`src/rtl/ps2_pkg.sv`:
```
// ============================================================================
// Module   : ps2_pkg
// Purpose  : Shared types and constants for the PS/2 event receiver.
// Revision : 1.0 - initial release
// ============================================================================
`default_nettype none

package ps2_pkg;

  typedef enum logic [1:0] {
    S_IDLE   = 2'd0,
    S_DATA   = 2'd1,
    S_PARITY = 2'd2,
    S_STOP   = 2'd3
  } ps2_rx_state_t;

  localparam logic [7:0] PS2_EXT_PREFIX = 8'hE0;
  localparam logic [7:0] PS2_BRK_PREFIX = 8'hF0;

  typedef struct packed {
    logic [7:0] code;
    logic       brk;
    logic       ext;
  } ps2_event_t;

  // Odd parity: data bits plus parity bit must hold an odd number of ones.
  function automatic logic odd_parity_ok(input logic [7:0] data, input logic par);
    return ^{data, par};
  endfunction

endpackage

`default_nettype wire

```
`src/rtl/ps2_event_fifo.sv`:
```
// ============================================================================
// Module   : ps2_event_fifo
// Purpose  : First-word-fall-through event FIFO; a push into a full FIFO is
//            accepted only when a pop happens in the same cycle.
// Revision : 1.0 - initial release
// ============================================================================
`default_nettype none

module ps2_event_fifo
  import ps2_pkg::*;
#(
  parameter int FIFO_DEPTH = 8,
  localparam int AW = $clog2(FIFO_DEPTH),
  localparam int CW = $clog2(FIFO_DEPTH + 1)
) (
  input  logic          clk_i,
  input  logic          rst_i,
  input  logic          push_i,
  input  logic [9:0]    wdata_i,
  input  logic          pop_i,
  output logic [9:0]    rdata_o,
  output logic          full_o,
  output logic          empty_o,
  output logic [CW-1:0] count_o,
  output logic          overflow_o
);

  logic [9:0]    mem_q [FIFO_DEPTH];
  logic [AW-1:0] wr_ptr_q;
  logic [AW-1:0] rd_ptr_q;
  logic [CW-1:0] count_q;
  logic [CW-1:0] count_d;
  logic          w_do_push;
  logic          w_do_pop;

  assign empty_o   = (count_q == '0);
  assign full_o    = (count_q == CW'(FIFO_DEPTH));
  assign w_do_pop  = pop_i && !empty_o;
  assign w_do_push = push_i && (!full_o || w_do_pop);

  assign overflow_o = push_i && !w_do_push;
  assign count_o    = count_q;
  assign rdata_o    = empty_o ? 10'd0 : mem_q[rd_ptr_q];

  always_comb begin
    count_d = count_q;
    if (w_do_push && !w_do_pop) begin
      count_d = count_q + CW'(1);
    end else if (w_do_pop && !w_do_push) begin
      count_d = count_q - CW'(1);
    end
  end

  // Pointers wrap naturally because the depth is a power of two.
  always_ff @(posedge clk_i or posedge rst_i) begin
    if (rst_i) begin
      wr_ptr_q <= '0;
      rd_ptr_q <= '0;
      count_q  <= '0;
    end else begin
      count_q <= count_d;
      if (w_do_push) begin
        wr_ptr_q <= wr_ptr_q + AW'(1);
      end
      if (w_do_pop) begin
        rd_ptr_q <= rd_ptr_q + AW'(1);
      end
    end
  end

  always_ff @(posedge clk_i) begin
    if (w_do_push) begin
      mem_q[wr_ptr_q] <= wdata_i;
    end
  end

endmodule

`default_nettype wire

```
`src/rtl/ps2_event_receiver.sv`:
```
// ============================================================================
// Module   : ps2_event_receiver
// Purpose  : PS/2 keyboard frame receiver with E0/F0 prefix folding, timeout
//            recovery and an event FIFO. Optional macro: PS2_PARITY_CHECK_EN.
// Revision : 1.0 - initial release
// ============================================================================
`default_nettype none

module ps2_event_receiver
  import ps2_pkg::*;
#(
  parameter int FIFO_DEPTH     = 8,
  parameter int TIMEOUT_CYCLES = 100000,
  localparam int CW = $clog2(FIFO_DEPTH + 1)
) (
  input  logic          Clock_50,
  input  logic          Reset,
  input  logic          PS2_clock,
  input  logic          PS2_data,
  output logic [7:0]    Event_code,
  output logic          Event_break,
  output logic          Event_extended,
  output logic          Event_valid,
  input  logic          Event_ready,
  output logic [CW-1:0] Fifo_count,
  output logic          Frame_error,
  output logic          Overflow
);

  localparam int TW = (TIMEOUT_CYCLES > 1) ? $clog2(TIMEOUT_CYCLES) : 1;
  localparam logic [TW-1:0] TMO_RELOAD = TW'(TIMEOUT_CYCLES - 1);

  logic [1:0]    ps2c_sync_q;
  logic [1:0]    ps2d_sync_q;
  logic          ps2c_prev_q;
  ps2_rx_state_t state_q;
  logic [7:0]    shift_q;
  logic [2:0]    bit_cnt_q;
  logic [TW-1:0] tmo_q;
  logic [TW-1:0] tmo_d;
  logic          ext_pending_q;
  logic          brk_pending_q;
  logic          frame_error_q;
  logic          overflow_q;

  logic          w_fall;
  logic          w_data;
  logic          w_parity_ok;
  logic          w_stop_edge;
  logic          w_accept;
  logic          w_timeout;
  logic          w_frame_err;
  logic          w_is_prefix;
  logic          w_push;
  logic [9:0]    w_wdata;
  logic [9:0]    w_rdata;
  logic          w_full;
  logic          w_empty;
  logic          w_fifo_ovf;
  ps2_event_t    w_event_in;
  ps2_event_t    w_event_out;

  assign w_fall = !ps2c_sync_q[1] && ps2c_prev_q;
  assign w_data = ps2d_sync_q[1];

`ifdef PS2_PARITY_CHECK_EN
  logic parity_q;
  assign w_parity_ok = odd_parity_ok(shift_q, parity_q);
`else
  assign w_parity_ok = 1'b1;
`endif

  assign w_stop_edge = (state_q == S_STOP) && w_fall;
  assign w_accept    = w_stop_edge && w_data && w_parity_ok;
  assign w_timeout   = (state_q != S_IDLE) && !w_fall && (tmo_q == '0);
  assign w_frame_err = (w_stop_edge && !(w_data && w_parity_ok)) || w_timeout;
  assign w_is_prefix = (shift_q == PS2_EXT_PREFIX) || (shift_q == PS2_BRK_PREFIX);
  assign w_push      = w_accept && !w_is_prefix;

  assign w_event_in = '{code: shift_q, brk: brk_pending_q, ext: ext_pending_q};
  assign w_wdata    = w_event_in;

  always_comb begin
    tmo_d = tmo_q;
    if ((state_q == S_IDLE) || w_fall) begin
      tmo_d = TMO_RELOAD;
    end else if (tmo_q != '0) begin
      tmo_d = tmo_q - TW'(1);
    end
  end

  // Synchroniser flops idle high so reset looks like an idle bus.
  always_ff @(posedge Clock_50 or posedge Reset) begin
    if (Reset) begin
      ps2c_sync_q <= 2'b11;
      ps2d_sync_q <= 2'b11;
      ps2c_prev_q <= 1'b1;
      tmo_q       <= TMO_RELOAD;
    end else begin
      ps2c_sync_q <= {ps2c_sync_q[0], PS2_clock};
      ps2d_sync_q <= {ps2d_sync_q[0], PS2_data};
      ps2c_prev_q <= ps2c_sync_q[1];
      tmo_q       <= tmo_d;
    end
  end

  always_ff @(posedge Clock_50 or posedge Reset) begin
    if (Reset) begin
      state_q       <= S_IDLE;
      shift_q       <= '0;
      bit_cnt_q     <= '0;
      ext_pending_q <= 1'b0;
      brk_pending_q <= 1'b0;
      frame_error_q <= 1'b0;
      overflow_q    <= 1'b0;
`ifdef PS2_PARITY_CHECK_EN
      parity_q      <= 1'b0;
`endif
    end else begin
      frame_error_q <= w_frame_err;
      overflow_q    <= w_fifo_ovf;

      if (w_frame_err) begin
        ext_pending_q <= 1'b0;
        brk_pending_q <= 1'b0;
      end else if (w_accept) begin
        if (shift_q == PS2_EXT_PREFIX) begin
          ext_pending_q <= 1'b1;
        end else if (shift_q == PS2_BRK_PREFIX) begin
          brk_pending_q <= 1'b1;
        end else begin
          ext_pending_q <= 1'b0;
          brk_pending_q <= 1'b0;
        end
      end

      if (w_fall) begin
        case (state_q)
          S_IDLE: begin
            if (!w_data) begin
              state_q   <= S_DATA;
              shift_q   <= '0;
              bit_cnt_q <= '0;
            end
          end
          S_DATA: begin
            shift_q   <= {w_data, shift_q[7:1]};
            bit_cnt_q <= bit_cnt_q + 3'd1;
            if (bit_cnt_q == 3'd7) begin
              state_q <= S_PARITY;
            end
          end
          S_PARITY: begin
`ifdef PS2_PARITY_CHECK_EN
            parity_q <= w_data;
`endif
            state_q <= S_STOP;
          end
          S_STOP:  state_q <= S_IDLE;
          default: state_q <= S_IDLE;
        endcase
      end else if (w_timeout) begin
        state_q <= S_IDLE;
      end
    end
  end

  ps2_event_fifo #(
    .FIFO_DEPTH (FIFO_DEPTH)
  ) u_fifo (
    .clk_i      (Clock_50),
    .rst_i      (Reset),
    .push_i     (w_push),
    .wdata_i    (w_wdata),
    .pop_i      (Event_ready),
    .rdata_o    (w_rdata),
    .full_o     (w_full),
    .empty_o    (w_empty),
    .count_o    (Fifo_count),
    .overflow_o (w_fifo_ovf)
  );

  assign w_event_out    = w_rdata;
  assign Event_code     = w_event_out.code;
  assign Event_break    = w_event_out.brk;
  assign Event_extended = w_event_out.ext;
  assign Event_valid    = !w_empty;
  assign Frame_error    = frame_error_q;
  assign Overflow       = overflow_q;

  logic w_unused;
  assign w_unused = w_full;

endmodule

`default_nettype wire

```
`config.mk`:
```
export PLATFORM = sky130hd
export DESIGN_NAME = ps2_event_receiver
export DESIGN_NICKNAME = d
export VERILOG_FILES = /design/src/rtl/ps2_pkg.sv /design/src/rtl/ps2_event_fifo.sv /design/src/rtl/ps2_event_receiver.sv
export SDC_FILE = /design/constraint.sdc
export NUM_CORES = 1
export LEC_CHECK = 0
export ABC_AREA = 1
export ABC_CLOCK_PERIOD_IN_PS = 6100
export BUFFER_PORTS_ARGS = -buffer_cell sky130_fd_sc_hd__buf_2
export CAP_MARGIN = 20
export CORE_ASPECT_RATIO = 1.5
export CORE_MARGIN = 2
export CORE_UTILIZATION = 40
export DETAILED_ROUTE_END_ITERATION = 10
export GPL_TIMING_DRIVEN = 0
export RECOVER_POWER = 100
export SLEW_MARGIN = 20
export SYNTH_ARGS = -nofsm -noshare
export SYNTH_HDL_FRONTEND = slang
export SYNTH_HIERARCHICAL = 1
export SYNTH_SLANG_ARGS = --single-unit
```
`constraint.sdc`:
```
create_clock -name Clock_50 -period 6.1 [get_ports Clock_50]
set_input_delay 0.915 -clock Clock_50 [delete_from_list [all_inputs] [get_ports Clock_50]]
set_output_delay 0.915 -clock Clock_50 [all_outputs]
set_load 0.05 [all_outputs]
```
# Yosys cells after proc, flatten, opt, wreduce, memory -nomap -nowiden
# Memory sizes are Yosys's and may differ from the RTL's.
# Index checks and enable logic that the tools add are counted.
[classes]
n_addsub = 6
reduce_logical = 38
n_eq_ne = 12
muxes = 24
[op_table]
columns = ["operator", "n"]
rows = [
  ["17-bit 2-to-1 mux", 2],
  ["17-bit zero test", 1],
  ["17-bit nonzero test", 1],
  ["17-bit by 1-bit subtractor with 17-bit output, second input constant", 1],
  ["8-bit == test, second input constant", 2],
  ["8-bit case mux with 2 select lines", 1],
  ["1-bit logical AND", 12],
  ["2-bit nonzero test", 6],
  ["1-bit 2-to-1 mux", 10],
  ["10-bit 2-to-1 mux", 1],
  ["3-bit by 1-bit adder with 3-bit output, second input constant", 3],
  ["3-bit inequality test, second input constant", 3],
  ["1-bit zero test", 8],
  ["2-bit 2-to-1 mux", 4],
  ["4-bit 2-to-1 mux", 2],
  ["8-bit 2-to-1 mux", 1],
  ["2-bit case mux with 4 select lines", 1],
  ["3-bit case mux with 2 select lines", 1],
  ["3-bit AND reduction", 2],
  ["4-bit by 1-bit adder with 4-bit output, second input constant", 1],
  ["2-bit == test, second input constant", 2],
  ["4-bit == test, second input constant", 1],
  ["4-bit zero test", 1],
  ["1-bit logical OR", 4],
  ["7 further kinds", 9],
]
[word_totals]
wordCells = 95
ff_bits = 49
mem_count = 1
ramBits = 80
inputBits = 5
output_inout_bits = 17
[memory_table]
columns = ["name", "depth", "width", "rd", "rd_ports_with_merged_regs", "write_ports", "line_no", "rtl"]
rows = [
  ["u_fifo.mem_q", 8, 10, 1, 0, 1, "ps2_event_fifo.sv:28", "logic [9:0] mem_q [FIFO_DEPTH];"],
]

# Depth between registers and ports, before layout
# Gate-level depths: netlist of run 1.
[logic_depth]
word_depth = 10
ltp_mapped = 15
mapped_depth_nobuf = 15

# Hierarchy
# Netlist of run 1, hierarchy kept.
[by_module_without_submodules]
columns = ["mod", "cells_each", "seq_area_each_um2", "n_inst", "area_each_um2"]
rows = [
  ["ps2_event_fifo", 432, 2652.5, 1, 4192.8],
  ["ps2_event_receiver", 241, 994.7, 1, 2054.5],
]

# Worst setup path after synthesis of run 1
# No wires, ideal clock.
[synth_timing]
path_kind = "reg2out"
start = "register u_fifo.count_q[0] (netlist: u_fifo/count_o[0])"
end = "output port Event_break"
slack_ns = 3.347
t_arrival_ns = 1.838
stages_incl_launch_ff = 6
required_time_ns = 5.185
n_path_buf = 1
path_cell_list = "dfrtp_1 > nor2_2 > nand3_1 > buf_4 > nand2_1 > nor2_1"
[synth_via]
elab_chain_cells = 2
[synth_lines]
columns = ["element", "line_no", "rtl"]
rows = [
  ["start: declaration", "ps2_event_fifo.sv:31", "logic [CW-1:0] count_q;"],
  ["start signal: assignment", "ps2_event_fifo.sv:61", "count_q <= count_d;"],
  ["4-bit zero test", "ps2_event_fifo.sv:36", "assign empty_o = (count_q == '0);"],
  ["10-bit 2-to-1 mux", "ps2_event_fifo.sv:43", "assign rdata_o = empty_o ? 10'd0 : mem_q[rd_ptr_q];"],
  ["end: declaration", "ps2_event_receiver.sv:21", "output logic Event_break,"],
]
# No other way between the ends.

# Final worst setup path of run 1
[layout_timing]
start = "register u_fifo.count_q[0] (netlist: u_fifo/count_o[0])"
end = "output port Event_code[2]"
[layout_via]
elab_chain_cells = 2
[layout_lines]
columns = ["element", "line_no", "rtl"]
rows = [
  ["4-bit zero test", "ps2_event_fifo.sv:36", ""],
  ["10-bit 2-to-1 mux", "ps2_event_fifo.sv:43", ""],
  ["end: declaration", "ps2_event_receiver.sv:20", "output logic [7:0] Event_code,"],
]
# No other way between the ends.

==> flow_summary.ini, run 1 <==
[cts]
path_clk_slew_ns = 0.06
cts_hold_buf = 0
cts_buffers = 17
htreeDepth = 4
cts_tree = yes
clk_latency_ns = 0.41
cts_buffer_depth = 2
post_cts_buffers = 0
cts_resized = 0
clock_sinks = 129
cts_root_buf = clkbuf_16

[floorplan]
core_um2 = 15200
die_width_um = 106
die_h_um = 157
num_io_pins = 22
rows = 55
start_util_pct = 41.0
dieArea_um2 = 16600

[worst_setup_path]
cpLargestDelayFamily = buffers and inverters
crit_chain = nor2_1, nand3_1, clkbuf_1, nand2_1, nor2_1, clkbuf_1
worstPathMaxFanout = 10
worstPathArrival_ns = 2.31
crit_type = reg -> out
end_kind = output port
cp_num_buf_inv = 2
cpPeakStageDelay_ns = 0.49
crit_required_ns = 5.18
crit_path_start_kind = flip-flop
crit_path_top_delay_cell = dfrtp_1

[global_routing]
grt_pass1_vias = 4309
grt_pass1_wl_um = 21200
globalRouteTotalUtil_pct = 16.6
grt_overflow = 0
grt_max_degree = 31
antenna_found_initial = 0

[sta]
max_freq_mhz = 310
finalHoldViolCount = 0
slew_headroom_pct = -9.44
setup_ws_ns = 2.87
tightestPinTransition_ns = 1.64
finalCritPeriodShare_pct = 52.9
setup_viol = 0
period_needed_ns = 3.23
tns_ns = 0
rsz0062_at_grt = no
finalClockSkew_ns = 0.0119
slew_viol_final = 31
worst_hold_slack_ns = 0.361

[route]
drt_wl_total_um = 13000
vias = 4386
dr.pass1.iters = 4
drc = 0
vias_per_cell = 4.72
routedWlPerCell_um = 14.0
drt_iter0_drc = 261
ant_nets = 0

[cells_and_area]
fillers = 1417
nets = 736
areaGrowthSynthToFinish_pct = 14.3
drive_above_1_share_pct = 11.1
antenna_cells = 0

[synthesis]
synth_area_um2 = 6240
ys_warn_count = 6
synth_nets = 691
syn_area_per_cell_um2 = 9.29
postSynthCellCount = 672

[run_status]
status = complete, but fails checks
violations = capacitance limit, slew limit

[power]
fin_total_pwr_uw = 3080
power.density_nw_per_um2 = 432
vdd_drop_max_uv = 348
leakagePower_uw = 0.00328

[placed_design]
place_congestion = 0.802
dp_hpwl_um = 9300
numPortBuffers = 21
pre_cts_ws_ns = 3.43

[min_path]
hold_class = reg -> reg

[flow_run]
max_cap_viol_count = 1
==> area by class of cell <==
type / instances / area [µm²] / area share [%]
clock inverters: 15 / 175 / 2.45
repair buffers: 26 / 103 / 1.44
inverters: 129 / 488 / 6.84
multi-input cells: 396 / 1930 / 27.1
plain buffers: 18 / 118 / 1.65
flip-flops and latches: 129 / 3650 / 51.1
clock buffers: 17 / 425 / 5.96
well taps: 199 / 249 / 3.49
==> layout by cell type (no fill, tap or decap), types with 2 or more instances in the layout <==
cell type / n
nor2_1: 50
nand2_1: 176
ha_1: 13
inv_8: 3
inv_1: 127
o211ai_1: 3
xnor2_1: 6
edfxtp_1: 80
o31ai_1: 2
nand3_1: 75
dfstp_2: 14
o21ai_0: 16
nand2_2: 4
nor2_2: 4
or2_2: 2
dfrtp_1: 34
a21oi_1: 8
clkbuf_16: 17
nor3_1: 10
clkinv_4: 3
bufinv_16: 2
buf_2: 11
nor2_4: 3
clkbuf_1: 26
o22ai_1: 7
nand4_1: 6
buf_6: 5
inv_6: 5
==> state kept, by name, indices dropped and copies added, names as in the netlist, 3 cells and up <==
signal,count
u_fifo/mem_q,80
u_fifo/rd_ptr_q,3
bit_cnt_q,3
tmo_q,17
u_fifo/count_o,4
u_fifo/wr_ptr_q,3
shift_q,8
==> routing by layer <==
metal	up-vias	global-route usage [%]	wire length (µm)
li1	2239	-	-
met2	77	31.0	6880
met3	21	3.56	275
met5	-	0	0
met4	0	6.58	303
met1	2049	18.3	5530
==> final timing paths <==
check	to	depth (start not counted)	startpoint	slack, ns
min in group asynchronous	tmo_q[12]$_DFFE_PP0N_	2	Reset	0.50
min	ps2c_sync_q[1]$_DFF_PP1_	0	ps2c_sync_q[0]$_DFF_PP1_	0.36
max	Event_code[2]	6	u_fifo/count_o[0]$_DFFE_PP0P_	2.87
max reg2reg	u_fifo/mem_q[3][1]$_DFFE_PP_	7	shift_q[4]$_DFFE_PP0P_	3.00
min reg2reg	ps2c_sync_q[1]$_DFF_PP1_	0	ps2c_sync_q[0]$_DFF_PP1_	0.36
max in group asynchronous	shift_q[6]$_DFFE_PP0P_	3	Reset	3.75
==> power breakdown <==
part,switching (µW),internal [µW]
Sequential,52.5,968
Clock,398,617
Combinational,767,280
Total,1220,1870
==> stage by stage <==
| stage | instance area [µm²] | instances | util (%) |
|---|---|---|---|
| 5_1_grt | 7140 | 929 | 46.9 |
| 4_1_cts | 7290 | 929 | 47.9 |
| 2_1_floorplan | 6240 | 672 | - |
| 6_report | 7140 | 929 | 46.9 |
| 3_3_place_gp | 6600 | 892 | 43.4 |
| 3_5_place_dp | 6690 | 897 | 44.0 |
Note: power is estimated with default switching activity, not from simulation.
==> inputs of run 2 (changes only) <==
- ABC_AREA: 1 -> 0
- ABC_CLOCK_PERIOD_IN_PS: 6100 -> 3200
- clock period: 6.1 -> 3.2 ns (I/O delays scaled with it)
==> run 2 against run 1 <==
Net effect:
- the flow now finishes without violations
- register-to-register slack worse by 2.8 ns
- sequential power up 110%
- largest cell class unchanged
- critical endpoint is now Event_code[5]
- highest routed layer unchanged
- sequential share of layout area rose by 4.6 points
- clock power increased by 100%
- critical path type unchanged
==> flow_summary.ini, run 2 <==
[floorplan]
start_util_pct = 41.1
core_um2 = 13600
die_h_um = 149
die_width_um = 101
dieArea_um2 = 15000
num_io_pins = 22
rows = 52

[cts]
htreeDepth = 4
clock_sinks = 129
cts_hold_buf = 0
cts_root_buf = clkbuf_16
cts_buffer_depth = 2
cts_tree = yes
cts_buffers = 17
post_cts_buffers = 0
clk_latency_ns = 0.41
path_clk_slew_ns = 0.06

[worst_setup_path]
crit_type = reg -> out
crit_required_ns = 2.72
cpPeakStageDelay_ns = 0.82
worstPathMaxFanout = 10
cp_num_buf_inv = 2
cpLargestDelayFamily = simple AND/OR/NAND/NOR gates
crit_chain = or4_1, inv_1, nor2_1, a22o_1, clkbuf_2
crit_path_start_kind = flip-flop
end_kind = output port
worstSetupStartpoint = u_fifo/count_o[0]$_DFFE_PP0P_
crit_path_top_delay_cell = nor2_1
r2r-start = ps2c_prev_q$_DFF_PP1_
worstPathArrival_ns = 2.55

[route]
ant_nets = 0
routedWlPerCell_um = 18.1
drt_iter0_drc = 159
dr.pass1.iters = 5
drc = 0
vias_per_cell = 5.51
drt_wl_total_um = 10900
vias = 3325

[power]
fin_total_pwr_uw = 5880
vdd_drop_max_uv = 460
leakagePower_uw = 0.00244
power.density_nw_per_um2 = 899

[sta]
tightestPinTransition_ns = 1.47
slew_viol_final = 0
rsz0062_at_grt = no
finalClockSkew_ns = 0.00603
setup_viol = 0
finalHoldViolCount = 0
max_freq_mhz = 330
finalCritPeriodShare_pct = 94.7
slew_headroom_pct = 2.19
period_needed_ns = 3.03

[cells_and_area]
regArea_um2 = 3650
antenna_cells = 0
drive_above_1_share_pct = 21.5
layout_common_cells = edfxtp_1, dfrtp_1, nand2_1
reg_top3 = u_fifo/mem_q x80, tmo_q x17, shift_q x8
max_flop_register = u_fifo/mem_q
final_common_cell = edfxtp_1
fin_area_um2 = 6540
areaGrowthSynthToFinish_pct = 17.1
multi_input_area_um2 = 1850
final_util_pct = 48.1
largest_reg_flops = 80
nets = 447
fillers = 1185

[global_routing]
grt_overflow = 0
grt_max_degree = 28
grt_pass1_wl_um = 17500
antenna_found_initial = 0
grt_pass1_vias = 3376
globalRouteTotalUtil_pct = 15.8

[synthesis]
ys_warn_count = 6
synth_area_um2 = 5590
postSynthCellCount = 382
syn_area_per_cell_um2 = 14.6
synth_nets = 401

[placed_design]
placed_cell_area_um2 = 5980
place_congestion = 0.827
numPortBuffers = 21
dp_hpwl_um = 7420

[flow_run]
max_cap_viol_count = 0

[min_path]
hold_class = in -> async

[run_status]
status = completed
run 2: final cells by class:
type / count / area share, %
Buffer: 13 / 0.822
Clock buffer: 17 / 6.50
Clock inverter: 15 / 3.06
Inverter: 12 / 0.688
Multi-Input combinational cell: 228 / 28.3
Sequential cell: 129 / 55.7
Tap cell: 162 / 3.10
Timing Repair Buffer: 27 / 1.84
run 2: through the flow:
step / setup slack [ns] / hold WS, ns / cells / TNS [ns]
5_1_grt: 0.0469 / 0.0957 / 603 / 0
3_3_place_gp: -0.708 / 0.346 / 565 / -21.78
4_1_cts: 0.0150 / 0.0279 / 603 / 0
3_5_place_dp: -0.138 / 0.348 / 571 / -0.336
2_1_floorplan: 0.255 / 0.320 / 382 / 0
6_report: 0.169 / 0.0676 / 603 / 0
run 2: final timing paths:
check,depth (start not counted),slack (ns),end
max in group asynchronous,3,1.35,tmo_q[13]$_DFFE_PP0N_
min reg2reg,0,0.36,ps2d_sync_q[1]$_DFF_PP1_
max,5,0.17,Event_code[5]
min,2,0.07,u_fifo/count_o[2]$_DFFE_PP0P_
max reg2reg,6,0.23,u_fifo/mem_q[0][3]$_DFFE_PP_
min in group Clock_50,1,0.16,ps2c_sync_q[0]$_DFF_PP1_
run 2: per-layer routing:
metal | vias to the layer above | part of all wire [%] | track usage, %
met4 | 0 | 0.97 | 5.34
met5 | - | 0 | 0
met2 | 42 | 57 | 29.4
li1 | 1584 | - | -
met1 | 1692 | 39 | 17.4
met3 | 7 | 2.3 | 3.56
run 2: what timing repair did:
item	in CTS	in global routing
resized for setup	1	3
pin swaps	0	0
setup endpoints to repair	11	11
run 2: where the power goes:
| part | total [µW] | internal [µW] | leakage (µW) | switching [µW] |
|---|---|---|---|---|
| combinational | 1730 | 602 | 0.000771 | 1130 |
| sequential | 2140 | 1950 | 0.00136 | 186 |
| clock | 2020 | 1260 | 0.000306 | 764 |
==> inputs of run 3 (changes only) <==
- ABC_AREA: 0 -> 1
==> run 3 against run 2 <==
Net effect:
- the run now ends with capacitance limit, slew limit left
- critical path depth increased by 1
- combinational power up 15%
- via count is 31% higher
- first-iteration DRC count up 67%
- maximum frequency up 8.7%
- clock skew rose by 0.0076 ns
- design area grew 9.5%
- sequential share of layout area fell by 4.8 points
- global-route usage rose by 0.86 points
- register-to-register slack better by 0.27 ns
- critical path type unchanged
- critical endpoint is now Event_code[2]
- largest power group is now combinational cells
==> flow_summary.ini, run 3 (synthesis gave the netlist of run 1 again) <==
[cells_and_area]
antenna_cells = 0
layout_common_cells = nand2_1, inv_1, edfxtp_1
drive_above_1_share_pct = 12.2
layoutNonFillerInstCount = 929
areaGrowthSynthToFinish_pct = 14.8
max_flop_register = u_fifo/mem_q
largest_reg_flops = 80
reg_top3 = u_fifo/mem_q x80, tmo_q x17, shift_q x8
final_common_cell = nand2_1
nets = 736
fillers = 1413

[route]
dr.pass1.iters = 4
drc = 0
drt_wl_total_um = 13000
ant_nets = 0
vias_per_cell = 4.70
routedWlPerCell_um = 14.0
vias = 4363
drt_iter0_drc = 265

[cts]
post_cts_buffers = 0
cts_resized = 0
cts_buffer_depth = 2
cts_buffers = 17
path_clk_slew_ns = 0.06
clock_sinks = 129
cts_tree = yes
cts_root_buf = clkbuf_16
cts_hold_buf = 0
htreeDepth = 4
clk_latency_ns = 0.41

[worst_setup_path]
reg2reg_slack_ns = 0.50
crit_path_start_kind = flip-flop
worstPathMaxFanout = 10
crit_path_top_delay_cell = dfrtp_1
cpPeakStageDelay_ns = 0.49
r2r-start = shift_q[4]$_DFFE_PP0P_
reg2reg_to = u_fifo/mem_q[3][0]$_DFFE_PP_
crit_type = reg -> out
crit_chain = nor2_1, nand3_1, clkbuf_1, nand2_1, nor2_1, clkbuf_1
end_kind = output port
crit_required_ns = 2.72
reg2regPathDepth = 7
worstPathArrival_ns = 2.31

[floorplan]
core_um2 = 15200
dieArea_um2 = 16600
num_io_pins = 22
die_width_um = 106
start_util_pct = 41.0
rows = 55
die_h_um = 157

[min_path]
hold_class = in -> async

[global_routing]
antenna_found_initial = 0
grt_max_degree = 31
grt_pass1_vias = 4309
globalRouteTotalUtil_pct = 16.6
grt_pass1_wl_um = 21200
grt_overflow = 0

[sta]
max_freq_mhz = 359
setup_ws_ns = 0.411
finalCritPeriodShare_pct = 87.2
tns_ns = 0
period_needed_ns = 2.79
finalHoldViolCount = 0
finalClockSkew_ns = 0.0136
setup_viol = 0
rsz0062_at_grt = no
tightestPinTransition_ns = 1.65
slew_headroom_pct = -9.75
slew_viol_final = 31

[power]
vdd_drop_max_uv = 663
power.density_nw_per_um2 = 820
leakagePower_uw = 0.00330

[placed_design]
dp_cells = 897
numPortBuffers = 21
pre_cts_ws_ns = 0.526
dp_hpwl_um = 9300
place_congestion = 0.802

[run_status]
violations = capacitance limit, slew limit
status = complete, but fails checks

[flow_run]
max_cap_viol_count = 1
run 3: power breakdown:
part	internal, µW	switching, µW
registers	1850	100
logic	535	1460
clock network	1180	757
total	3560	2320
run 3: how the worst max path moves through the flow:
stage	start	to	slack [ns]	depth (start not counted)
4_1_cts	ps2c_prev_q$_DFF_PP1_	u_fifo/count_o[3]$_DFFE_PP0P_	0.51	14
6_report	u_fifo/count_o[0]$_DFFE_PP0P_	Event_code[2]	0.41	6
3_3_place_gp	ps2c_prev_q$_DFF_PP1_	u_fifo/mem_q[5][7]$_DFFE_PP_	0.04	7
2_1_floorplan	ps2c_prev_q$_DFF_PP1_	u_fifo/mem_q[0][0]$_DFFE_PP_	0.70	7
5_1_grt	u_fifo/count_o[0]$_DFFE_PP0P_	Event_code[2]	0.20	6
3_5_place_dp	ps2c_prev_q$_DFF_PP1_	u_fifo/count_o[3]$_DFFE_PP0P_	0.53	14
run 3: routing by layer:
layer | wire length [µm] | global-route usage (%)
met3 | 273 | 3.56
met2 | 6990 | 31.0
met4 | 267 | 6.58
met5 | 0 | 0
met1 | 5490 | 18.3
run 3: critical path, delay by kind of cell (launching register included):
kind                   cells  cell delay, ns
buffers and inverters      2            0.87
DFF                        1            0.49
and+or+nand+nor            4            0.54
run 3: through the flow:
| stage | hold WS (ns) | utilization, % | power, µW | instance area, µm² |
|---|---|---|---|---|
| 2_1_floorplan | 0.320 | - | 3540 | 6240 |
| 5_1_grt | 0.104 | 47.1 | 6190 | 7160 |
| 3_3_place_gp | 0.346 | 43.4 | 4030 | 6600 |
| 4_1_cts | 0.00117 | 47.9 | 6010 | 7290 |
| 3_5_place_dp | 0.348 | 44.0 | 4060 | 6690 |
| 6_report | 0.0591 | 47.1 | 5870 | 7160 |
run 3: area by class of cell:
cell class,count,area [µm²],share of cell area (%)
sequential,129,3650,50.9
buffer,18,118,1.64
inverter,129,488,6.81
clock buffer,17,425,5.94
timing repair buffer,26,110,1.54
multi-input combinational,396,1950,27.2
tap,199,249,3.48
clock inverter,15,175,2.45
